<file path="config.mk">
export PLATFORM = sky130hd
export DESIGN_NAME = t_ff_counter_flat
export DESIGN_NICKNAME = d
export VERILOG_FILES = /design/src/rtl/t_ff_counter_if.sv /design/src/rtl/t_ff_counter.sv /design/src/flat_wrapper.sv
export SDC_FILE = /design/constraint.sdc
export NUM_CORES = 1
export LEC_CHECK = 0
export CAP_MARGIN = 0
export CORE_UTILIZATION = 46
export CTS_CLUSTER_DIAMETER = 50
export DETAILED_ROUTE_END_ITERATION = 12
export GPL_ROUTABILITY_DRIVEN = 1
export PLACE_DENSITY = 0.84
export RECOVER_POWER = 25
export SLEW_MARGIN = 20
export SYNTH_ARGS = -nofsm -noshare
export SYNTH_HDL_FRONTEND = slang
export SYNTH_SLANG_ARGS = --single-unit
</file>
<file path="constraint.sdc">
create_clock -name clk -period 5.3 [get_ports clk]
set_input_delay 0.795 -clock clk [delete_from_list [all_inputs] [get_ports clk]]
set_output_delay 0.795 -clock clk [all_outputs]
set_load 0.02 [all_outputs]
</file>
<file path="src/rtl/t_ff_counter_if.sv">
// rtl/t_ff_counter_if.sv - control/status bundle between a counter user and t_ff_counter
interface t_ff_counter_if #(
    parameter int WIDTH = 8
);
    logic             clr;
    logic             load;
    logic [WIDTH-1:0] load_val;
    logic             en;
    logic             up;
    logic [WIDTH-1:0] q;
    logic [WIDTH-1:0] q_bar;
    logic             tc;
    logic             ovf;
    logic             div_out;

    modport master (
        output clr, load, load_val, en, up,
        input  q, q_bar, tc, ovf, div_out
    );

    modport slave (
        input  clr, load, load_val, en, up,
        output q, q_bar, tc, ovf, div_out
    );
endinterface

</file>
<file path="src/rtl/t_ff_counter.sv">
// rtl/t_ff_counter.sv - up/down toggle counter with programmable terminal value, wrap/saturate, tc, ovf and divided output
module t_ff_counter #(
    parameter int               WIDTH    = 8,
    parameter logic [WIDTH-1:0] MAX_VAL  = {WIDTH{1'b1}},
    parameter bit               SATURATE = 1'b0
) (
    input  logic            clk,
    input  logic            reset_n,
    t_ff_counter_if.slave   bus
);
    logic [WIDTH-1:0] q_r;
    logic             tc_r;
    logic             ovf_r;
    logic             div_r;

    logic [WIDTH-1:0] t_up;
    logic [WIDTH-1:0] t_dn;
    logic [WIDTH-1:0] step_val;
    logic [WIDTH-1:0] load_clamped;
    logic             term;

    // Bit i toggles when every lower bit is 1 (up) or 0 (down).
    always_comb begin
        t_up    = '0;
        t_dn    = '0;
        t_up[0] = 1'b1;
        t_dn[0] = 1'b1;
        for (int i = 1; i < WIDTH; i++) begin
            t_up[i] = t_up[i-1] & q_r[i-1];
            t_dn[i] = t_dn[i-1] & ~q_r[i-1];
        end
    end

    always_comb begin
        term         = bus.en & (bus.up ? (q_r == MAX_VAL) : (q_r == '0));
        load_clamped = (bus.load_val > MAX_VAL) ? MAX_VAL : bus.load_val;
        if (term)
            step_val = SATURATE ? q_r : (bus.up ? '0 : MAX_VAL);
        else
            step_val = q_r ^ (bus.up ? t_up : t_dn);
    end

    always_ff @(posedge clk or negedge reset_n) begin
        if (!reset_n) begin
            q_r   <= '0;
            tc_r  <= 1'b0;
            ovf_r <= 1'b0;
            div_r <= 1'b0;
        end else if (bus.clr) begin
            q_r   <= '0;
            tc_r  <= 1'b0;
            ovf_r <= 1'b0;
        end else if (bus.load) begin
            q_r  <= load_clamped;
            tc_r <= 1'b0;
        end else if (bus.en) begin
            q_r  <= step_val;
            tc_r <= term;
            if (term) begin
                ovf_r <= 1'b1;
                div_r <= ~div_r;
            end
        end else begin
            tc_r <= 1'b0;
        end
    end

    assign bus.q       = q_r;
    assign bus.q_bar   = ~q_r;
    assign bus.tc      = tc_r;
    assign bus.ovf     = ovf_r;
    assign bus.div_out = div_r;
endmodule

</file>
<file path="src/flat_wrapper.sv">
// flat-port wrapper written by rule: the top's interface ports become plain ports
module t_ff_counter_flat 
#(
    parameter int               WIDTH    = 8,
    parameter logic [WIDTH-1:0] MAX_VAL  = {WIDTH{1'b1}},
    parameter bit               SATURATE = 1'b0
)
  (clk, reset_n, bus_clr, bus_load, bus_load_val, bus_en, bus_up, bus_q, bus_q_bar, bus_tc, bus_ovf, bus_div_out);
  t_ff_counter_if #(.WIDTH(WIDTH)) bus_i ();
  input  logic clk;
  input  logic reset_n;
  input wire logic [$bits(bus_i.clr)-1:0] bus_clr;
  input wire logic [$bits(bus_i.load)-1:0] bus_load;
  input wire logic [$bits(bus_i.load_val)-1:0] bus_load_val;
  input wire logic [$bits(bus_i.en)-1:0] bus_en;
  input wire logic [$bits(bus_i.up)-1:0] bus_up;
  output wire logic [$bits(bus_i.q)-1:0] bus_q;
  output wire logic [$bits(bus_i.q_bar)-1:0] bus_q_bar;
  output wire logic [$bits(bus_i.tc)-1:0] bus_tc;
  output wire logic [$bits(bus_i.ovf)-1:0] bus_ovf;
  output wire logic [$bits(bus_i.div_out)-1:0] bus_div_out;
  assign bus_i.clr = bus_clr;
  assign bus_i.load = bus_load;
  assign bus_i.load_val = bus_load_val;
  assign bus_i.en = bus_en;
  assign bus_i.up = bus_up;
  assign bus_q = bus_i.q;
  assign bus_q_bar = bus_i.q_bar;
  assign bus_tc = bus_i.tc;
  assign bus_ovf = bus_i.ovf;
  assign bus_div_out = bus_i.div_out;
  t_ff_counter #(.WIDTH(WIDTH), .MAX_VAL(MAX_VAL), .SATURATE(SATURATE)) u_core (.clk(clk), .reset_n(reset_n), .bus(bus_i));
endmodule
</file>
## Word-level counts from Yosys, hierarchy flattened

Index checks and enable logic that the tools add are counted.
Widths: inputs -> output; s select.

| word-level totals | value |
|---|---|
| register bits after elaboration | 11 |
| input bits | 14 |
| output and inout bits | 19 |
| word-level logic and storage cells | 53 |

| operators by class | value |
|---|---|
| $lt $le $gt $ge | 1 |
| equal/unequal tests | 2 |
| muxes and demuxes | 15 |
| bitwise gates (word level) | 25 |
| reduce and logical (&&, ||, !) cells | 6 |

Operator list:

| operator | number |
|---|---|
| $mux 8 | 7 |
| $and 1x1->1 | 13 |
| $not 1->1 | 10 |
| $eq 8x8->1 const B | 1 |
| $gt 8x8->1 const B | 1 |
| $logic_not 8->1 | 1 |
| $mux 1 | 8 |
| $not 8->8 | 1 |
| $xor 8x8->8 | 1 |
| $reduce_and 4->1 | 1 |
| $reduce_bool 2->1 | 2 |
| $reduce_and 3->1 | 1 |
| $reduce_bool 3->1 | 1 |
| $ne 2x2->1 const B | 1 |

## Logic depth before layout (Yosys ltp)

| depth | value |
|---|---|
| depth in word-level cells | 13 |
| gate-level depth with buffers | 7 |
| gate-level depth less buffers | 5 |

## Worst setup path after synthesis

No wires, ideal clock.

| timing | value |
|---|---|
| path kind | input-to-reg |
| start point | input port bus_up |
| end point | register u_core.q_r[2], in the netlist u_core.bus.q[2] |
| library setup time | 123 ps |
| arrival | 2451 ps |
| data required time | 5177 ps |
| setup slack | 2726 ps |
| cell stages on the path | 7 |
| path buffers | 2 |
| path through | buf_6 > or4_4 > buf_6 > or4_4 > a21oi_4 > o31ai_1 > o221a_1 |

| on the way | value |
|---|---|
| longest elaborated chain between the ends | 6 |
| elaborated cells on any way between the ends | 9 |
| classes of those cells | mux (7); bitwise (2) |

Ends and longest elaborated chain:

| what | line | text |
|---|---|---|
| start, declared | flat_wrapper.sv:16 | `input wire logic [$bits(bus_i.up)-1:0] bus_up;` |
| $mux 8 / $mux 1 (equally long branches) | t_ff_counter.sv:40, t_ff_counter.sv:35 |  |
| $xor 8x8->8 / $and 1x1->1 (equally long branches) | t_ff_counter.sv:40, t_ff_counter.sv:35 |  |
| $mux 8 * | t_ff_counter.sv:37 | `if (term)` |
| $mux 8 * | t_ff_counter.sv:56 | `end else if (bus.en) begin` |
| $mux 8 * | t_ff_counter.sv:53 | `end else if (bus.load) begin` |
| $mux 8 * | t_ff_counter.sv:49 | `end else if (bus.clr) begin` |
| end signal, assigned | t_ff_counter.sv:54 | `q_r <= load_clamped;` |
| end signal, assigned | t_ff_counter.sv:57 | `q_r <= step_val;` |
| end, declared | t_ff_counter.sv:11 | `logic [WIDTH-1:0] q_r;` |

Every way passes the cells marked *; elsewhere a longest branch is shown, timed or not. The select of a mux whose other input is x is not followed.
A chain may end at the register's enable or synchronous reset.

## Final worst setup path

Ends and elaborated chain as after synthesis.

==> results_dict.tcl <==
set metrics [dict create \
    avgViaCountPerCell 5.74 \
    gr-total-overflow 0 \
    syn-cell-area_um2 855 \
    antenna_cells 0 \
    cts_sinks 11 \
    grt_pass1_vias 800 \
    async_flop_share 1.00 \
    hp-class "reg2reg" \
    ios 33 \
    worst_pin_slew_ns 0.545 \
    fin_nets 153 \
    drtAntennaViolNets 0 \
    critPathLaunch "bus_up" \
    power_density_nw_per_um2 227 \
    die_w_um 45.1 \
    syn2layout_area_growth_pct 39.5 \
    dpl_cell_area_um2 1160 \
    clock.fmax_mhz 358 \
    maxCapViolations 0 \
    postLayoutCellArea_um2 1190 \
    wl_mm 2.20 \
    cp-end-kind "register" \
    min_period_ns 2.79 \
    grt_pass1_wl_mm 3.67 \
    maxSlewViolCount 0 \
    ir_drop_mv 0.188 \
    rr_startpoint "u_core.bus.q[1]" \
    post-dp-hpwl_mm 1.73 \
    synth-edff-count 0 \
    layout-drive-gt1-share 0.109 \
    fp-row-count 15 \
    reg2regPathDepth 5 \
    grt_start_max_net_pins 14 \
    r2r_end "u_core.bus.q[2]" \
    wl_per_cell_um 13.5 \
    coreArea_um2 1730 \
    ys_seq_area_frac 0.322 \
    finalSetupTns_ns 0 \
    path_class "in2reg" \
    cts_setup_buffers 0 \
    clockRootBuffer "clkbuf_4" \
    finalSetupViolCount 0 \
    hold_viol_final 0 \
    drt-initial-drc-count 26 \
    vias 935 \
    antenna_found_initial 0 \
    gp_congestion 0.893 \
    setup_slack_ns 2.51 \
    synth_seq_cells 11 \
    syn_nets 123 \
    leakage_uw 0.000491 \
    num-fill-cells 163 \
    crit_required_ns 5.46 \
    drt_pre_antenna_iters 4 \
    clk_path_buf_depth 2 \
    dpl_worst_slack_ns 2.24 \
    outcome "complete, no violations" \
    slew_headroom 0.635 \
    crit_arrival_ns 2.95 \
    period_share 0.526 \
    cts.htree.levels 1 \
    die_h_um 45.1 \
    dieArea_um2 2030 \
    worstSetupEndpoint "u_core.bus.q[2]" \
    cp_max_fo 8 \
    synth_cell_types 38 \
    cts_hold_buf 0 \
    drc 0 \
    synth_cells 109 \
    ys_warn_count 0 \
    start_util 0.495 \
    skew_ns 0.00572 \
    clkTransAtPathRegs_ns 0.08 \
    insertion_delay_ns 0.28 \
    reg2reg_slack_ns 3.11 \
    multi_input_area_um2 497 \
    io_buffers 32 \
    grtUsageTotal 0.250 \
    avgSynthCellArea_um2 7.84 \
    synth_flop_cell "dfrtp_1" \
    rsz0062_at_grt "no" \
    postCtsResizedCells 0 \
    regArea_um2 275 \
    critPathLaunchType "input port" \
    cts_tree "yes" \
    cts_buffers 3 \
]
worst min path at each step:
| stage | start | end | slack, ns | depth (start not counted) |
|---|---|---|---|---|
| 6_report | u_core.bus.div_out | u_core.bus.div_out | 0.47 | 1 |
| 2_1_floorplan | reset_n | u_core.bus.div_out | 0.50 | 0 |
| 3_3_place_gp | u_core.bus.div_out | u_core.bus.div_out | 0.46 | 1 |
| 5_1_grt | u_core.bus.div_out | u_core.bus.div_out | 0.49 | 1 |
| 3_5_place_dp | u_core.bus.div_out | u_core.bus.div_out | 0.46 | 1 |
| 4_1_cts | u_core.bus.div_out | u_core.bus.div_out | 0.48 | 1 |
synthesized netlist by cell type, types with 2 or more instances:
master    number  share of area
or2_2          2          0.015
a21oi_1       10          0.059
a31oi_1        2          0.015
inv_1         11          0.048
buf_6          2          0.026
a211oi_1       2          0.018
clkbuf_1       5          0.022
nor2_1        13          0.057
or4_4          2          0.026
o211ai_1       2          0.018
xor2_1         3          0.031
dfrtp_1       11           0.32
nand3_1        2          0.012
o21ai_1        3          0.018
o21ai_0        7          0.041
nor3_1         3          0.018
nand2_1        8          0.035
cell usage in the layout, fill, tap and decap left out, types with 3 or more instances in the layout:
master / synthesis / layout
xor2_1: 3 / 3
nor2_1: 13 / 13
o21ai_1: 3 / 3
inv_1: 11 / 11
nand2_1: 8 / 8
o21ai_0: 7 / 7
clkdlybuf4s50_1: 0 / 31
clkbuf_4: 0 / 3
a21oi_1: 10 / 10
nor3_1: 3 / 3
dfrtp_1: 11 / 11
metrics by stage:
| stage | total power, uW | utilization | std cells | hold WS (ns) |
|---|---|---|---|---|
| 5_1_grt | 286 | 0.691 | 163 | 0.495 |
| 2_1_floorplan | 166 | - | 109 | 0.499 |
| 6_report | 270 | 0.691 | 163 | 0.472 |
| 3_5_place_dp | 211 | 0.675 | 159 | 0.460 |
| 3_3_place_gp | 209 | 0.675 | 159 | 0.458 |
| 4_1_cts | 271 | 0.691 | 163 | 0.475 |
kinds of logic (layout without fill, tap and decap cells):
| logic type | after synthesis | in the layout | share of synthesized area |
|---|---|---|---|
| xor gates and xnor gates | 4 | 4 | 0.0410 |
| DFF | 11 | 11 | 0.322 |
| and+or+nand+nor | 38 | 38 | 0.233 |
| AOI/OAI and AO/OA | 38 | 38 | 0.307 |
| buffers and inverters | 18 | 47 | 0.0966 |
report_power, final:
part	internal (uW)	total [uW]	switching, uW	leakage, uW
combinational	51.6	105	53.5	0.000327
clock	28.0	60.5	32.5	0.0000177
sequential	92.6	105	12.2	0.000146
total	172	270	98.2	0.000491
critical path, cell delays in order:
cell	delay, ns
clkdlybuf4s50_1	0.55
or4_4	0.58
or4_4	0.53
a21oi_4	0.18
o31ai_1	0.10
o221a_1	0.21
final cells by class:
class	instances	share of cell area
clock buffer	3	0.0189
clock inverter	1	0.00420
inverter	11	0.0346
multi-input combinational	80	0.417
sequential	11	0.231
tap	25	0.0262
timing repair buffer	32	0.269
state kept, by name (all words and copies together) (netlist names):
register / count
u_core.bus.div_out: 1
u_core.bus.tc: 1
u_core.bus.ovf: 1
u_core.bus.q: 8
metal layers:
metal,part of all wire,track usage,wire length (um)
met1,0.43,0.358,939
met2,0.48,0.391,1060
met3,0.066,0.0280,144
met4,0.026,0.0848,56
met5,0,0,0
Note: power is estimated with default switching activity, not from simulation.
